### src/rtl/next_line_prefetcher_if.sv
// Bus bundle between the next-line prefetcher, its cache and the pmem arbiter.
//  Cache side  : prefetch_start, cacheline_address, cache_way (to prefetcher)
//                prefetch_rdata, prefetch_ready, pf_cline_address, pf_cache_way (from prefetcher)
//  Memory side : demand_busy, pf_pmem_rdata, pf_pmem_resp (to prefetcher)
//                pf_pmem_read, pf_pmem_address (from prefetcher)
//  modport master : the prefetcher itself
//  modport slave  : the cache / memory environment around it
interface next_line_prefetcher_if #(
  parameter int s_offset = 5,
  parameter int s_line   = 256
);
  logic              prefetch_start;
  logic [31:0]       cacheline_address;
  logic              cache_way;
  logic [s_line-1:0] prefetch_rdata;
  logic              prefetch_ready;
  logic [31:0]       pf_cline_address;
  logic              pf_cache_way;
  logic              demand_busy;
  logic              pf_pmem_read;
  logic [31:0]       pf_pmem_address;
  logic [s_line-1:0] pf_pmem_rdata;
  logic              pf_pmem_resp;

  modport master (
    input  prefetch_start, cacheline_address, cache_way, demand_busy,
           pf_pmem_rdata, pf_pmem_resp,
    output prefetch_rdata, prefetch_ready, pf_cline_address, pf_cache_way,
           pf_pmem_read, pf_pmem_address
  );

  modport slave (
    output prefetch_start, cacheline_address, cache_way, demand_busy,
           pf_pmem_rdata, pf_pmem_resp,
    input  prefetch_rdata, prefetch_ready, pf_cline_address, pf_cache_way,
           pf_pmem_read, pf_pmem_address
  );
endinterface

### src/rtl/next_line_prefetcher.sv
// Sequential next-line prefetcher. On each demand-miss pulse it fetches the line
// following the missing one from pmem and hands it back with its address and way.
// One request is active (ARB/READ/DONE) and one more may wait in a pending slot.
// Ports:
//  clk  : clock
//  rst  : synchronous active-high reset
//  bus  : next_line_prefetcher_if.master (cache request/response + pmem read port)
module next_line_prefetcher #(
  parameter int s_offset = 5,
  parameter int s_line   = 256
) (
  input logic                   clk,
  input logic                   rst,
  next_line_prefetcher_if.master bus
);

  typedef enum logic [1:0] {
    IDLE = 2'd0,
    ARB  = 2'd1,
    READ = 2'd2,
    DONE = 2'd3
  } state_t;

  state_t            state;
  state_t            state_next;

  logic [31:0]       active_addr;
  logic              active_way;
  logic [31:0]       pend_addr;
  logic              pend_way;
  logic              pend_valid;

  logic [s_line-1:0] rdata_q;
  logic [31:0]       cline_q;
  logic              way_q;
  logic              ready_q;
  logic              read_q;

  logic [31:0]       line_base;
  logic [32:0]       target_sum;
  logic [31:0]       target;
  logic              dup;
  logic              start_ok;

  // Target line address, wrap detection and duplicate filtering of a new start.
  always_comb begin
    line_base  = bus.cacheline_address & ~((32'd1 << s_offset) - 32'd1);
    target_sum = {1'b0, line_base} + (33'd1 << s_offset);
    target     = target_sum[31:0];
    // A request already active (ARB/READ/DONE) or waiting absorbs an identical one.
    dup        = ((state != IDLE) && (target == active_addr)) ||
                 (pend_valid && (target == pend_addr));
    // Carry out of bit 31 means the next line would wrap to 0: drop it.
    start_ok   = bus.prefetch_start && !target_sum[32] && !dup;
  end

  // State register.
  always_ff @(posedge clk) begin
    if (rst) begin
      state <= IDLE;
    end else begin
      state <= state_next;
    end
  end

  // Next-state logic.
  always_comb begin
    state_next = state;
    case (state)
      IDLE: begin
        if (start_ok) state_next = ARB;
        else          state_next = IDLE;
      end
      ARB: begin
        // Demand traffic owns pmem; only start a read in a free cycle.
        if (bus.demand_busy) state_next = ARB;
        else                 state_next = READ;
      end
      READ: begin
        if (bus.pf_pmem_resp) state_next = DONE;
        else                  state_next = READ;
      end
      DONE: begin
        // A waiting or simultaneously arriving request is served before idling.
        if (pend_valid || start_ok) state_next = ARB;
        else                        state_next = IDLE;
      end
      default: state_next = IDLE;
    endcase
  end

  // Active/pending request slots, delivered line and registered outputs.
  always_ff @(posedge clk) begin
    if (rst) begin
      active_addr <= 32'd0;
      active_way  <= 1'b0;
      pend_addr   <= 32'd0;
      pend_way    <= 1'b0;
      pend_valid  <= 1'b0;
      rdata_q     <= {s_line{1'b0}};
      cline_q     <= 32'd0;
      way_q       <= 1'b0;
      ready_q     <= 1'b0;
      read_q      <= 1'b0;
    end else begin
      ready_q <= (state_next == DONE);
      read_q  <= (state_next == READ);
      case (state)
        IDLE: begin
          if (start_ok) begin
            active_addr <= target;
            active_way  <= bus.cache_way;
          end
        end
        ARB, READ: begin
          // Only the most recent start is kept in the pending slot.
          if (start_ok) begin
            pend_addr  <= target;
            pend_way   <= bus.cache_way;
            pend_valid <= 1'b1;
          end
          if ((state == READ) && bus.pf_pmem_resp) begin
            rdata_q <= bus.pf_pmem_rdata;
            cline_q <= active_addr;
            way_q   <= active_way;
          end
        end
        DONE: begin
          if (pend_valid) begin
            // Pending becomes active; a start in this cycle refills the slot.
            active_addr <= pend_addr;
            active_way  <= pend_way;
            pend_valid  <= start_ok;
            if (start_ok) begin
              pend_addr <= target;
              pend_way  <= bus.cache_way;
            end
          end else if (start_ok) begin
            active_addr <= target;
            active_way  <= bus.cache_way;
          end
        end
        default: begin
          pend_valid <= 1'b0;
        end
      endcase
    end
  end

  assign bus.prefetch_rdata   = rdata_q;
  assign bus.prefetch_ready   = ready_q;
  assign bus.pf_cline_address = cline_q;
  assign bus.pf_cache_way     = way_q;
  assign bus.pf_pmem_read     = read_q;
  // active_addr only changes outside READ, so the address is stable while reading.
  assign bus.pf_pmem_address  = active_addr;

endmodule

### src/flat_wrapper.sv
// flat-port wrapper written by rule: the top's interface ports become plain ports
module next_line_prefetcher_flat 
#(
  parameter int s_offset = 5,
  parameter int s_line   = 256
)
  (clk, rst, bus_prefetch_start, bus_cacheline_address, bus_cache_way, bus_demand_busy, bus_pf_pmem_rdata, bus_pf_pmem_resp, bus_prefetch_rdata, bus_prefetch_ready, bus_pf_cline_address, bus_pf_cache_way, bus_pf_pmem_read, bus_pf_pmem_address);
  next_line_prefetcher_if #(.s_offset(s_offset), .s_line(s_line)) bus_i ();
  input logic clk;
  input logic rst;
  input wire logic [$bits(bus_i.prefetch_start)-1:0] bus_prefetch_start;
  input wire logic [$bits(bus_i.cacheline_address)-1:0] bus_cacheline_address;
  input wire logic [$bits(bus_i.cache_way)-1:0] bus_cache_way;
  input wire logic [$bits(bus_i.demand_busy)-1:0] bus_demand_busy;
  input wire logic [$bits(bus_i.pf_pmem_rdata)-1:0] bus_pf_pmem_rdata;
  input wire logic [$bits(bus_i.pf_pmem_resp)-1:0] bus_pf_pmem_resp;
  output wire logic [$bits(bus_i.prefetch_rdata)-1:0] bus_prefetch_rdata;
  output wire logic [$bits(bus_i.prefetch_ready)-1:0] bus_prefetch_ready;
  output wire logic [$bits(bus_i.pf_cline_address)-1:0] bus_pf_cline_address;
  output wire logic [$bits(bus_i.pf_cache_way)-1:0] bus_pf_cache_way;
  output wire logic [$bits(bus_i.pf_pmem_read)-1:0] bus_pf_pmem_read;
  output wire logic [$bits(bus_i.pf_pmem_address)-1:0] bus_pf_pmem_address;
  assign bus_i.prefetch_start = bus_prefetch_start;
  assign bus_i.cacheline_address = bus_cacheline_address;
  assign bus_i.cache_way = bus_cache_way;
  assign bus_i.demand_busy = bus_demand_busy;
  assign bus_i.pf_pmem_rdata = bus_pf_pmem_rdata;
  assign bus_i.pf_pmem_resp = bus_pf_pmem_resp;
  assign bus_prefetch_rdata = bus_i.prefetch_rdata;
  assign bus_prefetch_ready = bus_i.prefetch_ready;
  assign bus_pf_cline_address = bus_i.pf_cline_address;
  assign bus_pf_cache_way = bus_i.pf_cache_way;
  assign bus_pf_pmem_read = bus_i.pf_pmem_read;
  assign bus_pf_pmem_address = bus_i.pf_pmem_address;
  next_line_prefetcher #(.s_offset(s_offset), .s_line(s_line)) u_core (.clk(clk), .rst(rst), .bus(bus_i));
endmodule
### config.mk
export PLATFORM = sky130hd
export DESIGN_NAME = next_line_prefetcher_flat
export DESIGN_NICKNAME = d
export VERILOG_FILES = /design/src/rtl/next_line_prefetcher_if.sv /design/src/rtl/next_line_prefetcher.sv /design/src/flat_wrapper.sv
export SDC_FILE = /design/constraint.sdc
export NUM_CORES = 1
export LEC_CHECK = 0
export ABC_AREA = 0
export ABC_CLOCK_PERIOD_IN_PS = 11280
export CORE_AREA = 5 5 236 238
export DETAILED_ROUTE_END_ITERATION = 16
export DIE_AREA = 0 0 241 243
export SKIP_CTS_REPAIR_TIMING = 1
export SLEW_MARGIN = 25
export SYNTH_ARGS = -nofsm -noshare
export SYNTH_HDL_FRONTEND = slang
export SYNTH_SLANG_ARGS = --single-unit
### constraint.sdc
create_clock -name clk -period 11.28 [get_ports clk]
set_clock_uncertainty 0.1 [all_clocks]
set_input_delay 1.692 -clock clk [delete_from_list [all_inputs] [get_ports clk]]
set_output_delay 1.692 -clock clk [all_outputs]
set_load 0.05 [all_outputs]
==> results.yml, run 1 <==
flow_run:
  maxCapViolations: 0
critical_path:
  reg2reg_from: "u_core.state[0]$_SDFF_PP0_"
  end_kind: "flop"
  cp.arrival_ns: 6.74
  r2r_end: "u_core.pend_addr[29]$_SDFFE_PP0P_"
  rrSetupSlack_ns: 6.85
  crit_type: "in2reg"
  rr_worst_depth: 13
  startpoint_type: "input pin"
  cp_max_fo: 18
  cp.required_ns: 11.64
synthesis:
  synth_mux_area_share_pct: 0
  syn_inst: 1913
  synth-seq-cells: 355
  async_flop_share_pct: 0
  ys_warn_count: 0
  synth-adder-area-share_pct: 0.503
  synth-xor-area-share_pct: 5.14
  synth_fp_nets: 2213
  synthesis.area_sq_um: 14900
  synth_edf_count: 0
  yosysSeqAreaShare_pct: 47.6
  yosys.area_share.simple_pct: 24.1
  synth-compound-area-share_pct: 18.0
  synthFlopType: "dfxtp_1"
  avgSynthCellArea_sq_um: 7.80
  ys_types: 65
  synth_top_family_by_area: "simple AND/OR/NAND/NOR gates"
floorplan:
  pin_count: 617
  die_x_um: 241
  num_rows: 85
  die_area_sq_um: 58600
  fp.dieH_um: 243
  start_util_pct: 28.0
  coreArea_sq_um: 53400
finish:
  nNetsFinal: 2725
  finalInstanceArea_sq_um: 22900
  area_delta_synth_final_pct: 53.2
  final_util_pct: 42.8
  drive_above_1_share_pct: 4.27
clock_network:
  cts-root-buf: "clkbuf_16"
  cts_buffers: 42
  clk_pin_slew_ns: 0.06
  ctsLongestPathBuffers: 3
  cts.sinks: 355
  clk_latency_ns: 0.56
  cts_tree: "built"
  htreeDepth: 2
timing:
  holdWs_ns: 0.350
  tightestPinTransition_ns: 1.08
  finalMaxSlewViolations: 0
  hold_viol: 0
  relSlewSlack_pct: 27.9
  fin_setup_tns_ns: 0
  max_freq_mhz: 157
  layout_min_cycle_time_ns: 6.38
  setup_violations: 0
  rsz0062_at_grt: "no"
  finalCritPeriodShare_pct: 56.5
global_routing:
  antenna_found_initial: 6
  overflow: 0
  grt_pass1_wl_um: 92000
  grt_pass1_vias: 14563
  grt_max_degree: 111
  grtUsageTotal_pct: 19.8
pwr:
  powerDensity_nw_per_um2: 131
  leakagePower_nw: 7.59
  finalPower_mw: 2.99
  vdd_drop_max_v: 0.000109
worst_hold_path:
  hold_depth: 2
  min_to: "u_core.bus.prefetch_rdata[140]$_SDFFE_PP0P_"
  hold_path_class: "reg2reg"
  min-delay-start: "u_core.bus.prefetch_rdata[140]$_SDFFE_PP0P_"
detailed_routing:
  drt_pre_antenna_iters: 7
  drt_iter0_markers: 1086
  ant_nets: 0
  wirelength_um: 61900
  drcViolationCount: 0
  viasPerCell: 4.89
  wl_per_cell_um: 19.6
  num_vias: 15421
placed_design:
  placed_area_sq_um: 21500
  gp_congestion: 0.873
  dp.final_hpwl_um: 44200
  portBuffers: 611
status:
  run_status: "finished clean"
routing by layer:
| metal | share of wire, % | routed length [um] | track usage (%) | vias to the layer above |
|---|---|---|---|---|
| met1 | 40 | 24800 | 24.5 | 7191 |
| li1 | - | - | - | 7521 |
| met4 | 3.0 | 1850 | 6.07 | 6 |
| met2 | 47 | 29200 | 32.4 | 597 |
| met3 | 9.7 | 6020 | 6.91 | 106 |
| met5 | 0.055 | 34 | 0 | - |
layout by cell type, fill, tap and decap left out, types with 10 or more instances in the layout:
cell and instances:
nand2_1 622, clkdlybuf4s50_1 610, dfxtp_1 355, a21oi_1 331
nor2_1 55, a211oi_1 47, clkbuf_16 43, nor4_1 36
o21ai_0 30, xor2_1 29, a31oi_1 28, xnor2_1 25
nand4_1 22, nand3_1 16, nor3_1 15, nand2b_1 13
buf_4 13, xnor3_1 12, inv_1 11, clkbuf_1 10
area by class of cell:
type	instances	area, sq um
flip-flops and latches	355	7110
repair buffers	629	6290
inverters	11	41.3
multi-input cells	1386	7190
fillers	5260	30500
clock inverters	15	140
well taps	696	871
clock buffers	61	1220
diodes	3	7.51
synthesized netlist by cell type (3+ instances only):
cell type | instances | area, sq um
or2_2 | 5 | 31.3
a21oi_1 | 331 | 1660
xor2_1 | 29 | 254
nand2b_1 | 13 | 81.3
a211oi_1 | 47 | 353
nor3_1 | 16 | 80.1
xnor2_1 | 25 | 219
or4_1 | 4 | 30.0
nand3b_1 | 4 | 30.0
o31ai_1 | 4 | 30.0
nand2_1 | 622 | 2330
buf_1 | 11 | 41.3
ha_1 | 6 | 75.1
buf_4 | 3 | 22.5
or3_1 | 3 | 18.8
and2_1 | 3 | 18.8
buf_2 | 12 | 60.1
nor4_1 | 36 | 225
xnor3_1 | 12 | 270
nor2_1 | 56 | 210
clkbuf_1 | 132 | 495
and4_1 | 9 | 78.8
o21a_1 | 3 | 22.5
a311oi_1 | 6 | 52.6
a31oi_1 | 28 | 175
and3_1 | 9 | 56.3
dfxtp_1 | 355 | 7110
o21ai_0 | 30 | 150
inv_1 | 11 | 41.3
nand4_1 | 22 | 138
o221ai_1 | 3 | 26.3
nand3_1 | 17 | 85.1
critical path, cell delays in order:
cell             delay, ns
clkdlybuf4s50_1       0.81
nand2_1               0.30
nor4_4                0.66
a311oi_1              0.17
or4b_1                0.60
nor4b_2               0.29
nand4_1               0.24
nor4_4                0.85
buf_4                 0.43
nor3_4                0.16
buf_8                 0.25
a211oi_1              0.24
sequential cells by signal, summed over array words and instances (netlist names):
register,cells
u_core.bus.pf_pmem_read,1
u_core.bus.pf_pmem_address,32
u_core.pend_addr,27
u_core.pend_valid,1
u_core.state,2
u_core.bus.prefetch_ready,1
u_core.pend_way,1
u_core.bus.pf_cline_address,32
u_core.bus.pf_cache_way,1
u_core.active_way,1
u_core.bus.prefetch_rdata,256
stage by stage:
| stage | setup WS, ns | instances |
|---|---|---|
| final | 4.90 | 3156 |
| after global routing | 4.71 | 3155 |
| after CTS | 5.01 | 3153 |
| after detailed placement | 4.42 | 3077 |
| after global placement | 4.61 | 3075 |
| after floorplan | 6.47 | 1913 |
report_power, final:
group / total [mW] / leakage (nW) / internal, mW / switching [mW]
Sequential: 1.30 / 2.87 / 1.27 / 0.0306
Clock: 1.35 / 0.680 / 0.800 / 0.545
Combinational: 0.341 / 4.04 / 0.169 / 0.172
Total: 2.99 / 7.59 / 2.24 / 0.748
how the worst max path moves through the flow:
stage                               from                                end
2_1_floorplan  bus_cacheline_address[16]  u_core.pend_addr[25]$_SDFFE_PP0P_
3_3_place_gp   bus_cacheline_address[10]   u_core.pend_addr[9]$_SDFFE_PP0P_
3_5_place_dp   bus_cacheline_address[10]  u_core.pend_addr[21]$_SDFFE_PP0P_
4_1_cts        bus_cacheline_address[10]  u_core.pend_addr[21]$_SDFFE_PP0P_
5_1_grt        bus_cacheline_address[10]  u_core.pend_addr[29]$_SDFFE_PP0P_
6_report        bus_cacheline_address[5]  u_core.pend_addr[29]$_SDFFE_PP0P_
logic make-up (layout without fill, tap and decap cells):
logic type	Yosys count	in the layout
simple gates	834	834
compound gates	479	479
flops	355	355
buf+inv	172	716
xor+xnor	67	67
fa+ha+maj	6	6
other cells	0	3
No activity file was read; power rests on OpenSTA's default activity.
==> run 2, diff against run 1 <==
--- a/config.mk
+++ b/config.mk
@@ -6,10 +6,10 @@
 export NUM_CORES = 1
 export LEC_CHECK = 0
 export ABC_AREA = 0
-export ABC_CLOCK_PERIOD_IN_PS = 11280
-export CORE_AREA = 5 5 236 238
+export ABC_CLOCK_PERIOD_IN_PS = 5400
+export CORE_AREA = 5 5 240 242
 export DETAILED_ROUTE_END_ITERATION = 16
-export DIE_AREA = 0 0 241 243
+export DIE_AREA = 0 0 245 247
 export SKIP_CTS_REPAIR_TIMING = 1
 export SLEW_MARGIN = 25
 export SYNTH_ARGS = -nofsm -noshare
==> constraint.sdc (replaced) <==
create_clock -name clk -period 5.4 [get_ports clk]
set_clock_uncertainty 0.1 [all_clocks]
set_input_delay 0.81 -clock clk [delete_from_list [all_inputs] [get_ports clk]]
set_output_delay 0.81 -clock clk [all_outputs]
set_load 0.05 [all_outputs]
==> run 2 against run 1 <==
First-iteration DRC count decreased by 6.3%. Critical path depth unchanged. Setup slack got worse by 3.9 ns. Via count increased by 1.2%. Die area increased by 3.3%. Utilization decreased by 0.51 points. Final cell count increased by 1.3%. Register-to-register slack got worse by 5.2 ns. Clock power increased by 120%. Combinational power increased by 110%. Global-route usage decreased by 0.93 points.
==> results.yml, run 2 (synthesis results as in run 1) <==
status:
  run_status: "finished clean"
critical_path:
  cp.arrival_ns: 4.75
  rrSetupSlack_ns: 1.66
  cp_max_fo: 12
  reg2reg_from: "u_core.state[0]$_SDFF_PP0_"
  end_kind: "flop"
  crit_type: "in2reg"
  cp.required_ns: 5.70
  rr_worst_depth: 13
  r2r_end: "u_core.state[0]$_SDFF_PP0_"
  startpoint_type: "input pin"
detailed_routing:
  wirelength_um: 61600
  num_vias: 15606
  wl_per_cell_um: 19.3
  drcViolationCount: 0
  drt_iter0_markers: 1018
  ant_nets: 0
  drt_pre_antenna_iters: 5
  viasPerCell: 4.88
placed_design:
  placed_area_sq_um: 21800
  dp.final_hpwl_um: 45100
  portBuffers: 611
  gp_congestion: 0.913
  post-place-ws_ns: 0.405
floorplan:
  coreArea_sq_um: 54900
  num_rows: 86
  start_util_pct: 27.2
  fp.dieH_um: 247
  die_x_um: 245
  pin_count: 617
  die_area_sq_um: 60500
finish:
  largest_reg_flops: 256
  layout_commonest_cell: "nand2_1"
  finalInstanceArea_sq_um: 23200
  nNetsFinal: 2752
  drive_above_1_share_pct: 5.55
  fillers: 5445
  area_delta_synth_final_pct: 55.7
  mostFrequentLayoutCells: "nand2_1, clkdlybuf4s50_1, dfxtp_1"
timing:
  rsz0062_at_grt: "no"
  tightestPinTransition_ns: 0.852
  hold_viol: 0
  max_freq_mhz: 225
  setup_violations: 0
  finalCritPeriodShare_pct: 82.3
  fin_setup_tns_ns: 0
  holdWs_ns: 0.351
  setup_slack_ns: 0.954
  finalMaxSlewViolations: 0
  layout_min_cycle_time_ns: 4.45
  relSlewSlack_pct: 43.2
global_routing:
  grt_pass1_vias: 14941
  grtUsageTotal_pct: 18.9
  grt_pass1_wl_um: 90800
  antenna_found_initial: 10
  overflow: 0
  grt_max_degree: 133
clock_network:
  cts_buffers: 43
  ctsLongestPathBuffers: 3
  clk_latency_ns: 0.57
  htreeDepth: 2
  cts_tree: "built"
  clk_pin_slew_ns: 0.06
  cts.sinks: 355
  cts-root-buf: "clkbuf_16"
worst_hold_path:
  hold_depth: 2
  min_to: "u_core.bus.prefetch_rdata[102]$_SDFFE_PP0P_"
  min-delay-start: "u_core.bus.prefetch_rdata[102]$_SDFFE_PP0P_"
  hold_path_class: "reg2reg"
pwr:
  vdd_drop_max_v: 0.000266
  leakagePower_nw: 7.79
  finalPower_mw: 6.38
  powerDensity_nw_per_um2: 274
flow_run:
  maxCapViolations: 0
## run 2: worst max path at each step
| stage | start | to | slack (ns) | cells past startpoint |
|---|---|---|---|---|
| 6_report | bus_cacheline_address[7] | u_core.state[0]$_SDFF_PP0_ | 0.95 | 12 |
| 5_1_grt | bus_cacheline_address[11] | u_core.state[0]$_SDFF_PP0_ | 0.75 | 11 |
| 4_1_cts | bus_cacheline_address[7] | u_core.state[0]$_SDFF_PP0_ | 1.0 | 12 |
| 3_5_place_dp | bus_cacheline_address[7] | u_core.state[0]$_SDFF_PP0_ | 0.41 | 12 |
| 3_3_place_gp | bus_cacheline_address[6] | u_core.bus.pf_pmem_address[0]$_SDFFE_PP0P_ | 0.38 | 13 |
| 2_1_floorplan | bus_cacheline_address[16] | u_core.pend_addr[25]$_SDFFE_PP0P_ | 1.47 | 14 |
## run 2: layout make-up
type	count	area [sq um]	area share, %
well taps	704	881	3.79
inverters	11	41.3	0.178
repair buffers	655	6560	28.2
clock buffers	60	1260	5.42
flip-flops and latches	355	7110	30.6
diodes	7	17.5	0.0754
clock inverters	18	185	0.797
multi-input cells	1386	7180	30.9
## run 2: per-layer routing
layer  vias to the layer above  routed length [um]  track usage [%]
met5                         -                  27                0
met4                         4                1470             5.68
met3                        90                5450             6.21
met2                       664               29900             32.2
met1                      7262               24800             22.7
li1                       7586                   -                -
## run 2: worst max-delay path: stages
cell,delay [ns]
clkdlybuf4s50_1,0.65
nand3_2,0.31
or4_1,0.71
xor2_1,0.30
xor2_1,0.21
o211ai_1,0.17
a211o_1,0.31
or4_1,0.61
buf_4,0.22
nand3_1,0.11
buf_4,0.24
a211oi_1,0.09
## run 2: metrics by stage
stage	utilization [%]	instances
floorplan	-	1913
global placement	39.7	3111
detailed placement	39.7	3111
CTS	42.3	3189
global route	42.3	3193
finish	42.3	3196
## run 2: power breakdown
| part | total (mW) | internal, mW | leakage [nW] | switching (mW) |
|---|---|---|---|---|
| Sequential | 2.72 | 2.66 | 2.87 | 0.0630 |
| Clock | 2.93 | 1.74 | 0.726 | 1.19 |
| Combinational | 0.730 | 0.363 | 4.20 | 0.367 |
| Total | 6.38 | 4.76 | 7.79 | 1.62 |
